### config.mk
export PLATFORM = sky130hd
export DESIGN_NAME = multicycle_control_unit_flat
export DESIGN_NICKNAME = d
export VERILOG_FILES = /design/src/rtl/multicycle_control_unit_pkg.sv /design/src/rtl/multicycle_control_unit_if.sv /design/src/rtl/multicycle_control_unit_alu_decoder.sv /design/src/rtl/multicycle_control_unit.sv /design/src/flat_wrapper.sv
export SDC_FILE = /design/constraint.sdc
export NUM_CORES = 1
export LEC_CHECK = 0
export CAP_MARGIN = 20
export CORE_UTILIZATION = 32
export CTS_CLUSTER_SIZE = 24
export DETAILED_ROUTE_END_ITERATION = 8
export PLACE_DENSITY = 0.71
export SETUP_SLACK_MARGIN = 0.15
export SYNTH_ARGS = -nofsm -noshare
export SYNTH_HDL_FRONTEND = slang
export SYNTH_SLANG_ARGS = --single-unit
### constraint.sdc
create_clock -name clk -period 4.66 [get_ports clk]
set_input_delay 0.699 -clock clk [delete_from_list [all_inputs] [get_ports clk]]
set_output_delay 0.699 -clock clk [all_outputs]
set_load 0.005 [all_outputs]
### src/rtl/multicycle_control_unit_pkg.sv
`default_nettype none
// +----------------------------------------------------------------------+
// | riscv_mc_pkg: state, opcode and ALU encodings for the multicycle core |
// | Rev 1.0                                                              |
// +----------------------------------------------------------------------+
package riscv_mc_pkg;

  typedef enum logic [3:0] {
    S_FETCH    = 4'd0,
    S_DECODE   = 4'd1,
    S_MEMADR   = 4'd2,
    S_MEMREAD  = 4'd3,
    S_MEMWB    = 4'd4,
    S_MEMWRITE = 4'd5,
    S_EXECR    = 4'd6,
    S_ALUWB    = 4'd7,
    S_BEQ      = 4'd8,
    S_ILLEGAL  = 4'd9
  } state_t;

  localparam logic [6:0] OP_LW  = 7'b0000011;
  localparam logic [6:0] OP_SW  = 7'b0100011;
  localparam logic [6:0] OP_R   = 7'b0110011;
  localparam logic [6:0] OP_BEQ = 7'b1100011;

  localparam logic [1:0] ALUOP_ADD   = 2'b00;
  localparam logic [1:0] ALUOP_SUB   = 2'b01;
  localparam logic [1:0] ALUOP_FUNCT = 2'b10;

  localparam logic [2:0] ALU_ADD = 3'b000;
  localparam logic [2:0] ALU_SUB = 3'b001;
  localparam logic [2:0] ALU_AND = 3'b010;
  localparam logic [2:0] ALU_OR  = 3'b011;
  localparam logic [2:0] ALU_SLT = 3'b101;
  localparam logic [2:0] ALU_SRA = 3'b110;

endpackage
`default_nettype wire

### src/rtl/multicycle_control_unit_if.sv
`default_nettype none
// +----------------------------------------------------------------------+
// | multicycle_control_unit_if: controller <-> datapath/memory signals   |
// | Rev 1.0                                                              |
// +----------------------------------------------------------------------+
interface multicycle_control_unit_if;
  logic [6:0] op;
  logic [2:0] funct3;
  logic       funct7_5;
  logic       Zero;
  logic       mem_ready;
  logic       PCWrite;
  logic       AdrSrc;
  logic       MemWrite;
  logic       IRWrite;
  logic [1:0] ResultSrc;
  logic [1:0] ALUSrcA;
  logic [1:0] ALUSrcB;
  logic [1:0] ImmSrc;
  logic       RegWrite;
  logic [2:0] ALUControl;
  logic       InputSRC;
  logic       illegal;
  logic [3:0] state;

  modport master (
    input  op, funct3, funct7_5, Zero, mem_ready,
    output PCWrite, AdrSrc, MemWrite, IRWrite, ResultSrc, ALUSrcA, ALUSrcB,
           ImmSrc, RegWrite, ALUControl, InputSRC, illegal, state
  );

  modport slave (
    output op, funct3, funct7_5, Zero, mem_ready,
    input  PCWrite, AdrSrc, MemWrite, IRWrite, ResultSrc, ALUSrcA, ALUSrcB,
           ImmSrc, RegWrite, ALUControl, InputSRC, illegal, state
  );
endinterface
`default_nettype wire

### src/rtl/multicycle_control_unit_alu_decoder.sv
`default_nettype none
// +----------------------------------------------------------------------+
// | mc_alu_decoder: maps ALUOp/funct fields to an ALUControl code        |
// | Rev 1.0                                                              |
// +----------------------------------------------------------------------+
module mc_alu_decoder
  import riscv_mc_pkg::*;
(
  input  wire logic [1:0] i_alu_op,
  input  wire logic [2:0] i_funct3,
  input  wire logic       i_op5,
  input  wire logic       i_funct7_5,
  output logic      [2:0] o_alu_control
);

  always_comb begin
    o_alu_control = ALU_ADD;
    case (i_alu_op)
      ALUOP_ADD: o_alu_control = ALU_ADD;
      ALUOP_SUB: o_alu_control = ALU_SUB;
      ALUOP_FUNCT: begin
        case (i_funct3)
          3'b000:  o_alu_control = (i_op5 && i_funct7_5) ? ALU_SUB : ALU_ADD;
          3'b010:  o_alu_control = ALU_SLT;
          3'b110:  o_alu_control = ALU_OR;
          3'b111:  o_alu_control = ALU_AND;
          3'b101:  o_alu_control = i_funct7_5 ? ALU_SRA : ALU_ADD;
          default: o_alu_control = ALU_ADD;
        endcase
      end
      default: o_alu_control = ALU_ADD;
    endcase
  end

endmodule
`default_nettype wire

### src/rtl/multicycle_control_unit.sv
`default_nettype none
// +----------------------------------------------------------------------+
// | multicycle_control_unit: Moore FSM sequencing lw/sw/R-type/beq       |
// | Rev 1.0                                                              |
// +----------------------------------------------------------------------+
module multicycle_control_unit
  import riscv_mc_pkg::*;
#(
  parameter logic [3:0] RESET_STATE = 4'd0
) (
  input  wire logic                 clk,
  input  wire logic                 rst_n,
  multicycle_control_unit_if.master bus
);

  state_t     r_state;
  state_t     w_next_state;
  logic       w_pc_write;
  logic       w_adr_src;
  logic       w_mem_write;
  logic       w_ir_write;
  logic [1:0] w_result_src;
  logic [1:0] w_alu_src_a;
  logic [1:0] w_alu_src_b;
  logic       w_reg_write;
  logic [1:0] w_alu_op;
  logic       w_input_src;
  logic       w_illegal;
  logic [1:0] w_imm_src;
  logic [2:0] w_alu_control;
  logic       w_is_input_load;

  always_ff @(posedge clk or negedge rst_n) begin
    if (!rst_n) begin
      r_state <= state_t'(RESET_STATE);
    end else begin
      r_state <= w_next_state;
    end
  end

  assign w_is_input_load = (bus.op == OP_LW) && (bus.funct3 == 3'b111);

  always_comb begin
    w_next_state = S_FETCH;
    w_pc_write   = 1'b0;
    w_adr_src    = 1'b0;
    w_mem_write  = 1'b0;
    w_ir_write   = 1'b0;
    w_result_src = 2'b00;
    w_alu_src_a  = 2'b00;
    w_alu_src_b  = 2'b00;
    w_reg_write  = 1'b0;
    w_alu_op     = ALUOP_ADD;
    w_input_src  = 1'b0;
    w_illegal    = 1'b0;
    case (r_state)
      S_FETCH: begin
        w_alu_src_b  = 2'b10;
        w_result_src = 2'b10;
        w_ir_write   = bus.mem_ready;
        w_pc_write   = bus.mem_ready;
        w_next_state = bus.mem_ready ? S_DECODE : S_FETCH;
      end
      S_DECODE: begin
        // Branch target is precomputed here from OldPC + ImmExt.
        w_alu_src_a = 2'b01;
        w_alu_src_b = 2'b01;
        case (bus.op)
          OP_LW, OP_SW: w_next_state = S_MEMADR;
          OP_R:         w_next_state = S_EXECR;
          OP_BEQ:       w_next_state = S_BEQ;
          default:      w_next_state = S_ILLEGAL;
        endcase
      end
      S_MEMADR: begin
        w_alu_src_a  = 2'b10;
        w_alu_src_b  = 2'b01;
        w_next_state = bus.op[5] ? S_MEMWRITE : S_MEMREAD;
      end
      S_MEMREAD: begin
        w_adr_src    = 1'b1;
        w_input_src  = w_is_input_load;
        w_next_state = bus.mem_ready ? S_MEMWB : S_MEMREAD;
      end
      S_MEMWB: begin
        w_result_src = 2'b01;
        w_reg_write  = 1'b1;
        w_input_src  = w_is_input_load;
      end
      S_MEMWRITE: begin
        w_adr_src    = 1'b1;
        w_mem_write  = 1'b1;
        w_next_state = bus.mem_ready ? S_FETCH : S_MEMWRITE;
      end
      S_EXECR: begin
        w_alu_src_a  = 2'b10;
        w_alu_op     = ALUOP_FUNCT;
        w_next_state = S_ALUWB;
      end
      S_ALUWB: begin
        w_reg_write = 1'b1;
      end
      S_BEQ: begin
        w_alu_src_a = 2'b10;
        w_alu_op    = ALUOP_SUB;
        w_pc_write  = bus.Zero;
      end
      S_ILLEGAL: begin
        w_illegal    = 1'b1;
        w_next_state = S_ILLEGAL;
      end
      default: w_next_state = S_FETCH;
    endcase
  end

  always_comb begin
    case (bus.op)
      OP_LW:   w_imm_src = 2'b00;
      OP_SW:   w_imm_src = 2'b01;
      OP_BEQ:  w_imm_src = 2'b10;
      default: w_imm_src = 2'b00;
    endcase
  end

  mc_alu_decoder u_alu_dec (
    .i_alu_op      (w_alu_op),
    .i_funct3      (bus.funct3),
    .i_op5         (bus.op[5]),
    .i_funct7_5    (bus.funct7_5),
    .o_alu_control (w_alu_control)
  );

  // Strobes are gated by rst_n so they drop the instant reset asserts.
  assign bus.PCWrite    = w_pc_write  & rst_n;
  assign bus.IRWrite    = w_ir_write  & rst_n;
  assign bus.RegWrite   = w_reg_write & rst_n;
  assign bus.MemWrite   = w_mem_write & rst_n;
  assign bus.illegal    = w_illegal   & rst_n;
  assign bus.AdrSrc     = w_adr_src;
  assign bus.ResultSrc  = w_result_src;
  assign bus.ALUSrcA    = w_alu_src_a;
  assign bus.ALUSrcB    = w_alu_src_b;
  assign bus.ImmSrc     = w_imm_src;
  assign bus.ALUControl = w_alu_control;
  assign bus.InputSRC   = w_input_src;
  assign bus.state      = r_state;

endmodule
`default_nettype wire

### src/flat_wrapper.sv
// flat-port wrapper written by rule: the top's interface ports become plain ports
module multicycle_control_unit_flat import riscv_mc_pkg::*;
#(
  parameter logic [3:0] RESET_STATE = 4'd0
)
  (clk, rst_n, bus_op, bus_funct3, bus_funct7_5, bus_Zero, bus_mem_ready, bus_PCWrite, bus_AdrSrc, bus_MemWrite, bus_IRWrite, bus_ResultSrc, bus_ALUSrcA, bus_ALUSrcB, bus_ImmSrc, bus_RegWrite, bus_ALUControl, bus_InputSRC, bus_illegal, bus_state);
  multicycle_control_unit_if bus_i ();
  input  wire logic clk;
  input  wire logic rst_n;
  input wire logic [$bits(bus_i.op)-1:0] bus_op;
  input wire logic [$bits(bus_i.funct3)-1:0] bus_funct3;
  input wire logic [$bits(bus_i.funct7_5)-1:0] bus_funct7_5;
  input wire logic [$bits(bus_i.Zero)-1:0] bus_Zero;
  input wire logic [$bits(bus_i.mem_ready)-1:0] bus_mem_ready;
  output wire logic [$bits(bus_i.PCWrite)-1:0] bus_PCWrite;
  output wire logic [$bits(bus_i.AdrSrc)-1:0] bus_AdrSrc;
  output wire logic [$bits(bus_i.MemWrite)-1:0] bus_MemWrite;
  output wire logic [$bits(bus_i.IRWrite)-1:0] bus_IRWrite;
  output wire logic [$bits(bus_i.ResultSrc)-1:0] bus_ResultSrc;
  output wire logic [$bits(bus_i.ALUSrcA)-1:0] bus_ALUSrcA;
  output wire logic [$bits(bus_i.ALUSrcB)-1:0] bus_ALUSrcB;
  output wire logic [$bits(bus_i.ImmSrc)-1:0] bus_ImmSrc;
  output wire logic [$bits(bus_i.RegWrite)-1:0] bus_RegWrite;
  output wire logic [$bits(bus_i.ALUControl)-1:0] bus_ALUControl;
  output wire logic [$bits(bus_i.InputSRC)-1:0] bus_InputSRC;
  output wire logic [$bits(bus_i.illegal)-1:0] bus_illegal;
  output wire logic [$bits(bus_i.state)-1:0] bus_state;
  assign bus_i.op = bus_op;
  assign bus_i.funct3 = bus_funct3;
  assign bus_i.funct7_5 = bus_funct7_5;
  assign bus_i.Zero = bus_Zero;
  assign bus_i.mem_ready = bus_mem_ready;
  assign bus_PCWrite = bus_i.PCWrite;
  assign bus_AdrSrc = bus_i.AdrSrc;
  assign bus_MemWrite = bus_i.MemWrite;
  assign bus_IRWrite = bus_i.IRWrite;
  assign bus_ResultSrc = bus_i.ResultSrc;
  assign bus_ALUSrcA = bus_i.ALUSrcA;
  assign bus_ALUSrcB = bus_i.ALUSrcB;
  assign bus_ImmSrc = bus_i.ImmSrc;
  assign bus_RegWrite = bus_i.RegWrite;
  assign bus_ALUControl = bus_i.ALUControl;
  assign bus_InputSRC = bus_i.InputSRC;
  assign bus_illegal = bus_i.illegal;
  assign bus_state = bus_i.state;
  multicycle_control_unit #(.RESET_STATE(RESET_STATE)) u_core (.clk(clk), .rst_n(rst_n), .bus(bus_i));
endmodule
==> out/summary.txt <==
Crit Path Max Fanout: 9
Startpoint class of the critical path: input port
Die X: 46.8 um
CORE AREA: 1800 um^2
Max Slew Vio Count: 0
Main synth FF type: dfrtp_1
Root buffer cell: clkbuf_4
Area of the multi-input gates: 494 um^2
Share of the yosys chip area belonging to registers: 15.6%
Hold WC Path Type: input port to asynchronous set/reset pin
Fmax: 313 MHz
Peak VDD IR: 201 uV
Crit end category: primary output
Vias/cell: 5.24
Longest Clk Path Bufs: 2
Commonest cells in the synthesized netlist: nand2_1, nor2_1, nand2b_1, nor3b_1, nor2b_1
Ant diodes: 0
Net total in the final layout: 139
Crit path DAT: 2.50 ns
Mapped Area: 642 um^2
Layout cell share with drive strength beyond 1: 8.33%
Synth Register Bits: 4
CTS tree: built
Syn_nets: 103
Routed wire per std cell: 12.4 um
Filler cell count: 187
Setup violators final: 0
Total negative slack: 0 ns
Post-DP HPWL: 1.32 mm
Die footprint: 2190 um^2
Period utilisation layout: 68.6%
Post-CTS setup buffers: 0
Number of synthesized flops with an enable pin: 0
Worst Setup SP: bus_op[5]
Chip height: 46.8 um
Post-layout min period: 3.20 ns
Kind of critical path: input port to primary output
Leakage: 0.401 nW
Post-Syn Area per Cell: 7.46 um^2
Top-count cell post-synth: nand2_1
CTS HTree Levels: 1
TritonRoute pass-1 iters: 4
DP Cell Count: 142
Critical R2R Launch: u_core.bus.state[0]$_DFF_PN0_
Vias in the first global route: 647
Slew HR: 59.3%
Clk sink count: 4
Slew at the pin closest to its max-slew limit: 0.611 ns
Ys async rst share: 100%
Mapped Cells: 86
CTS clk-pin slew, worst paths: 0.04 ns
Area contributors post-synth: dfrtp_1, nor3b_1, nand2_1
Yosys cell types: 36
Num CTS Buffers: 3
Drt total wl: 1.79 mm
Drt first-iter violations: 10
Status: completed
Max Cap Viol: 0
Clk_lat worst skew: 0.24 ns
Clk_skew: 0.00598 ns
FF+latch area: 100 um^2
Max FFs per register: 4
Layout Cells excl Fill: 145
WP data required: 3.96 ns
Cts hold-fix bufs: 0
Row count: 15
Gpl congestion: 0.819
Post-route ant nets: 0
Post-synth top area share: 15.6%
Vias: 760
Worst setup margin: 1.46 ns
Boundary Pins: 37
Largest net degree at the start of global routing: 21
PortBufs: 36
GRT Total Usage: 17.7%
Post-CTS sizing: 0
DRC Markers: 0
Final Hold Vio Count: 0
Final Util: 56.9%
Synth area leader: dfrtp_1
Place WS: 1.45 ns
Pwr/cell area: 247 nW/um^2
First-pass GRT wire length: 2.73 mm
Yosys warnings: 0
RSZ-0062 raised after global routing: no
Initial antenna violation count: 0
Final global-route overflow total: 0
Synthesis-to-layout area growth: 59.6%
Starting Density: 35.6%
kinds of logic after synthesis:
logic type	Yosys count	synth area share, %
XOR/XNOR	1	1.36
buffers and inverters	9	7.41
multiplexers	2	3.12
AND/OR/NAND/NOR	52	49.3
adder cells (fa/ha/maj)	2	3.90
flip-flops	4	15.6
AO/OA/AOI/OAI	16	19.3
cell usage in the layout (no fill, tap or decap), types with 2 or more instances in the layout:
cell	instances
clkdlybuf4s50_1	36
nand2_1	11
nor2_1	8
nor3b_1	6
nand2b_1	6
nor2b_1	5
a21oi_1	4
dfrtp_1	4
inv_1	3
clkbuf_4	3
a211oi_1	2
nor4_1	2
o21ai_1	2
nand3b_1	2
mux2i_1	2
nand3_1	2
nor3_1	2
ha_1	2
metrics by stage:
stage	instance area, um^2	hold slack [ns]	power, mW
after floorplan	642	0.403	0.146
after global placement	1000	0.842	0.208
after detailed placement	1000	0.848	0.210
after CTS	1020	0.697	0.257
after global routing	1020	0.705	0.279
final	1020	0.703	0.253
worst paths after layout:
check | end | slack, ns | cells after the start
hold reg to reg | u_core.bus.state[3]$_DFF_PN0_ | 0.84 | 1
max in group asynchronous | u_core.bus.state[2]$_DFF_PN0_ | 3.73 | 1
hold / removal | u_core.bus.state[3]$_DFF_PN0_ | 0.70 | 1
setup / recovery | bus_InputSRC | 1.46 | 5
setup reg to reg | u_core.bus.state[2]$_DFF_PN0_ | 3.10 | 5
min in group clk | u_core.bus.state[3]$_DFF_PN0_ | 0.84 | 1
critical path, cell delays in order:
cell	delay (ns)
clkdlybuf4s50_1	0.56
nor4b_1	0.38
nand3_1	0.11
a211oi_1	0.21
clkdlybuf4s50_1	0.54
area by class of cell:
cell class / instances / share of cell area [%]
Timing Repair Buffer: 36 / 35.2
Inverter: 4 / 1.59
Clock buffer: 3 / 2.20
Multi-Input combinational cell: 73 / 48.2
Tap cell: 25 / 3.05
Sequential cell: 4 / 9.77
power by group:
part | switching, mW | leakage [nW] | internal, mW | total, mW
sequential | 0.0334 | 0.0475 | 0.0408 | 0.0742
clock | 0.0163 | 0.0138 | 0.0289 | 0.0453
combinational | 0.0483 | 0.339 | 0.0857 | 0.134
total | 0.0981 | 0.401 | 0.155 | 0.253
layer usage:
metal  wire length [um]  share of wire, %  track usage [%]  vias up
li1                   -                 -                -      381
met1                798                45             23.2      350
met2                814                45             26.1       29
met3                180                10             8.08        0
met4                  0                 0             5.14        0
met5                  0                 0                0        -
Note: power is estimated with default switching activity, not from simulation.
==> RTL change (same flow settings) <==
Make the reset (`rst_n`) synchronous in one clocked block.
--- a/src/rtl/multicycle_control_unit.sv
+++ b/src/rtl/multicycle_control_unit.sv
@@ -32,3 +32,3 @@
 
-  always_ff @(posedge clk or negedge rst_n) begin
+  always_ff @(posedge clk) begin
     if (!rst_n) begin
Formal check against the unedited RTL: differs if rst_n is asserted again (counterexample within 4 cycles, from zero or initial values and one cycle with rst_n low); with rst_n held inactive, the same outputs for 10 cycles.
==> RTL change against the original RTL <==
Combinational power decreased by 47%; area after synthesis shrank 3.5%; cell area is 3.2% lower; largest power group unchanged; worst hold slack improved by 120 ps; sequential cell count unchanged; first-iteration DRC count unchanged; global-route usage is 2.2 points lower; total power is 38% lower; setup slack better by 1.0 ps; wire length fell by 9.3%; sequential power decreased by 39%; non-clock buffer count did not move.
==> RTL change: results (changes against the original RTL) <==
Register area share after synthesis: 12.9% (was 15.6%)
Mapped Nets: 112 (was 103)
Layout cells sized above 1: 7.09% (was 8.33%)
Met1 Wirelength: 750 µm (was 798 µm)
Worst-margin pin slew: 682 ps (was 611 ps)
Pwr per Cell Area: 159 nW/µm² (was 247 nW/µm²)
Overall routing resource usage: 15.4% (was 17.7%)
Initial DRC count: 10 (unchanged)
Pre-antenna DRT Iters: 5 (was 4)
Most frequent cells after synthesis: 11 x sky130_fd_sc_hd__nand2_1, 10 x sky130_fd_sc_hd__nor2_1, 9 x sky130_fd_sc_hd__a21oi_1 (was 11 x sky130_fd_sc_hd__nand2_1, 8 x sky130_fd_sc_hd__nor2_1, 6 x sky130_fd_sc_hd__nand2b_1, 6 x sky130_fd_sc_hd__nor3b_1, 5 x sky130_fd_sc_hd__nor2b_1)
Sequential share of power: 28.5% (was 29.3%)
Global-route track usage on met2: 25.9% (was 26.1%)
Worst Hold Class: reg2reg (was in2async)
Asr flop ratio synth: 0% (was 100%)
Placed instance count: 149 (was 142)
Placement Setup Slack: 1550 ps (was 1450 ps)
NetSw: 0.0000506 W (was 0.0000981 W)
Vias in the first global route: 625 (was 647)
Resized Gates After CTS: 0 (unchanged)
GR Layer Usage met3: 1.98% (was 8.08%)
Outcome: complete, no violations (unchanged)
Main area contributors after synthesis: sky130_fd_sc_hd__dfxtp_1 13%, sky130_fd_sc_hd__a21oi_1 7.3%, sky130_fd_sc_hd__nand2_1 6.7%, sky130_fd_sc_hd__ha_1 6.1%, sky130_fd_sc_hd__nor2_1 6.1% (was sky130_fd_sc_hd__dfrtp_1 16%, sky130_fd_sc_hd__nor3b_1 7.0%, sky130_fd_sc_hd__nand2_1 6.4%, sky130_fd_sc_hd__nand2b_1 5.8%, sky130_fd_sc_hd__nor2b_1 4.9%)
Met2 wire len: 789 µm (was 814 µm)
Detailed placement HPWL: 1.27 mm (was 1.32 mm)
Max IR drop VDD: 128 µV (was 201 µV)
Met3 layer wire length in the routed design: 85 µm (was 180 µm)
Mean number of vias per cell: 5.01 (was 5.24)
Wire length of the first global-routing pass: 2.53 mm (was 2.73 mm)
Fill cell count: 182 (was 187)
Total cell area at the placement stage: 970 µm² (was 1000 µm²)
DR WL/cell: 10.7 µm (was 12.4 µm)
Mapped Cells: 94 (was 86)
Crit Path Max Fanout: 20 (was 9)
Worst Clk Skew: 0.273 ps (was 5.98 ps)
Global routing met1 resource utilization: 20.9% (was 23.2%)
Total power of the final layout: 0.000158 W (was 0.000253 W)
Distinct cells, synth: 38 (was 36)
## RTL change: cell count changes in the layout (fill, tap and decap cells not counted), sizes merged, moves of 3 or more
cell,delta
nor2b,-3
dfrtp,-4
a21oi,+5
nor3b,-5
inv,+6
dfxtp,+4
## RTL change: critical path, cell delays in order (launching register included)
cell and delay (ps):
sky130_fd_sc_hd__dfxtp_1 750, sky130_fd_sc_hd__nand2_1 150, sky130_fd_sc_hd__or2_1 310, sky130_fd_sc_hd__inv_2 60, sky130_fd_sc_hd__ha_1 180, sky130_fd_sc_hd__nor3b_1 200, sky130_fd_sc_hd__o21a_1 130, sky130_fd_sc_hd__clkdlybuf4s50_1 490
## RTL change: area by class of cell
class                           instances  share of cell area, %
Tap cell                               25                   3.15
Timing Repair Buffer                   36                   36.3
Clock buffer                            3                   2.27
Multi-Input combinational cell         75                   46.8
Inverter                                9                   3.40
Sequential cell                         4                   8.07
## RTL change: cells by family (layout without fill, tap and decap cells)
| kind of cell | count (synthesis) | count (layout) | synth area share (%) |
|---|---|---|---|
| xor+xnor | 1 | 1 | 1.41 |
| compound gates | 23 | 23 | 22.4 |
| simple gates | 47 | 47 | 43.4 |
| flops | 4 | 4 | 12.9 |
| buf+inv | 15 | 48 | 12.1 |
| fa+ha+maj | 4 | 4 | 7.68 |
## RTL change: worst paths after layout
check,from,end,slack (ps)
worst max-delay path,u_core.bus.state[2]$_SDFF_PN0_,bus_ALUControl[0],1460
worst min-delay path,u_core.bus.state[0]$_SDFF_PN0_,u_core.bus.state[1]$_SDFF_PN0_,830
worst max register to register,u_core.bus.state[1]$_SDFF_PN0_,u_core.bus.state[1]$_SDFF_PN0_,3070
worst min register to register,u_core.bus.state[0]$_SDFF_PN0_,u_core.bus.state[1]$_SDFF_PN0_,830
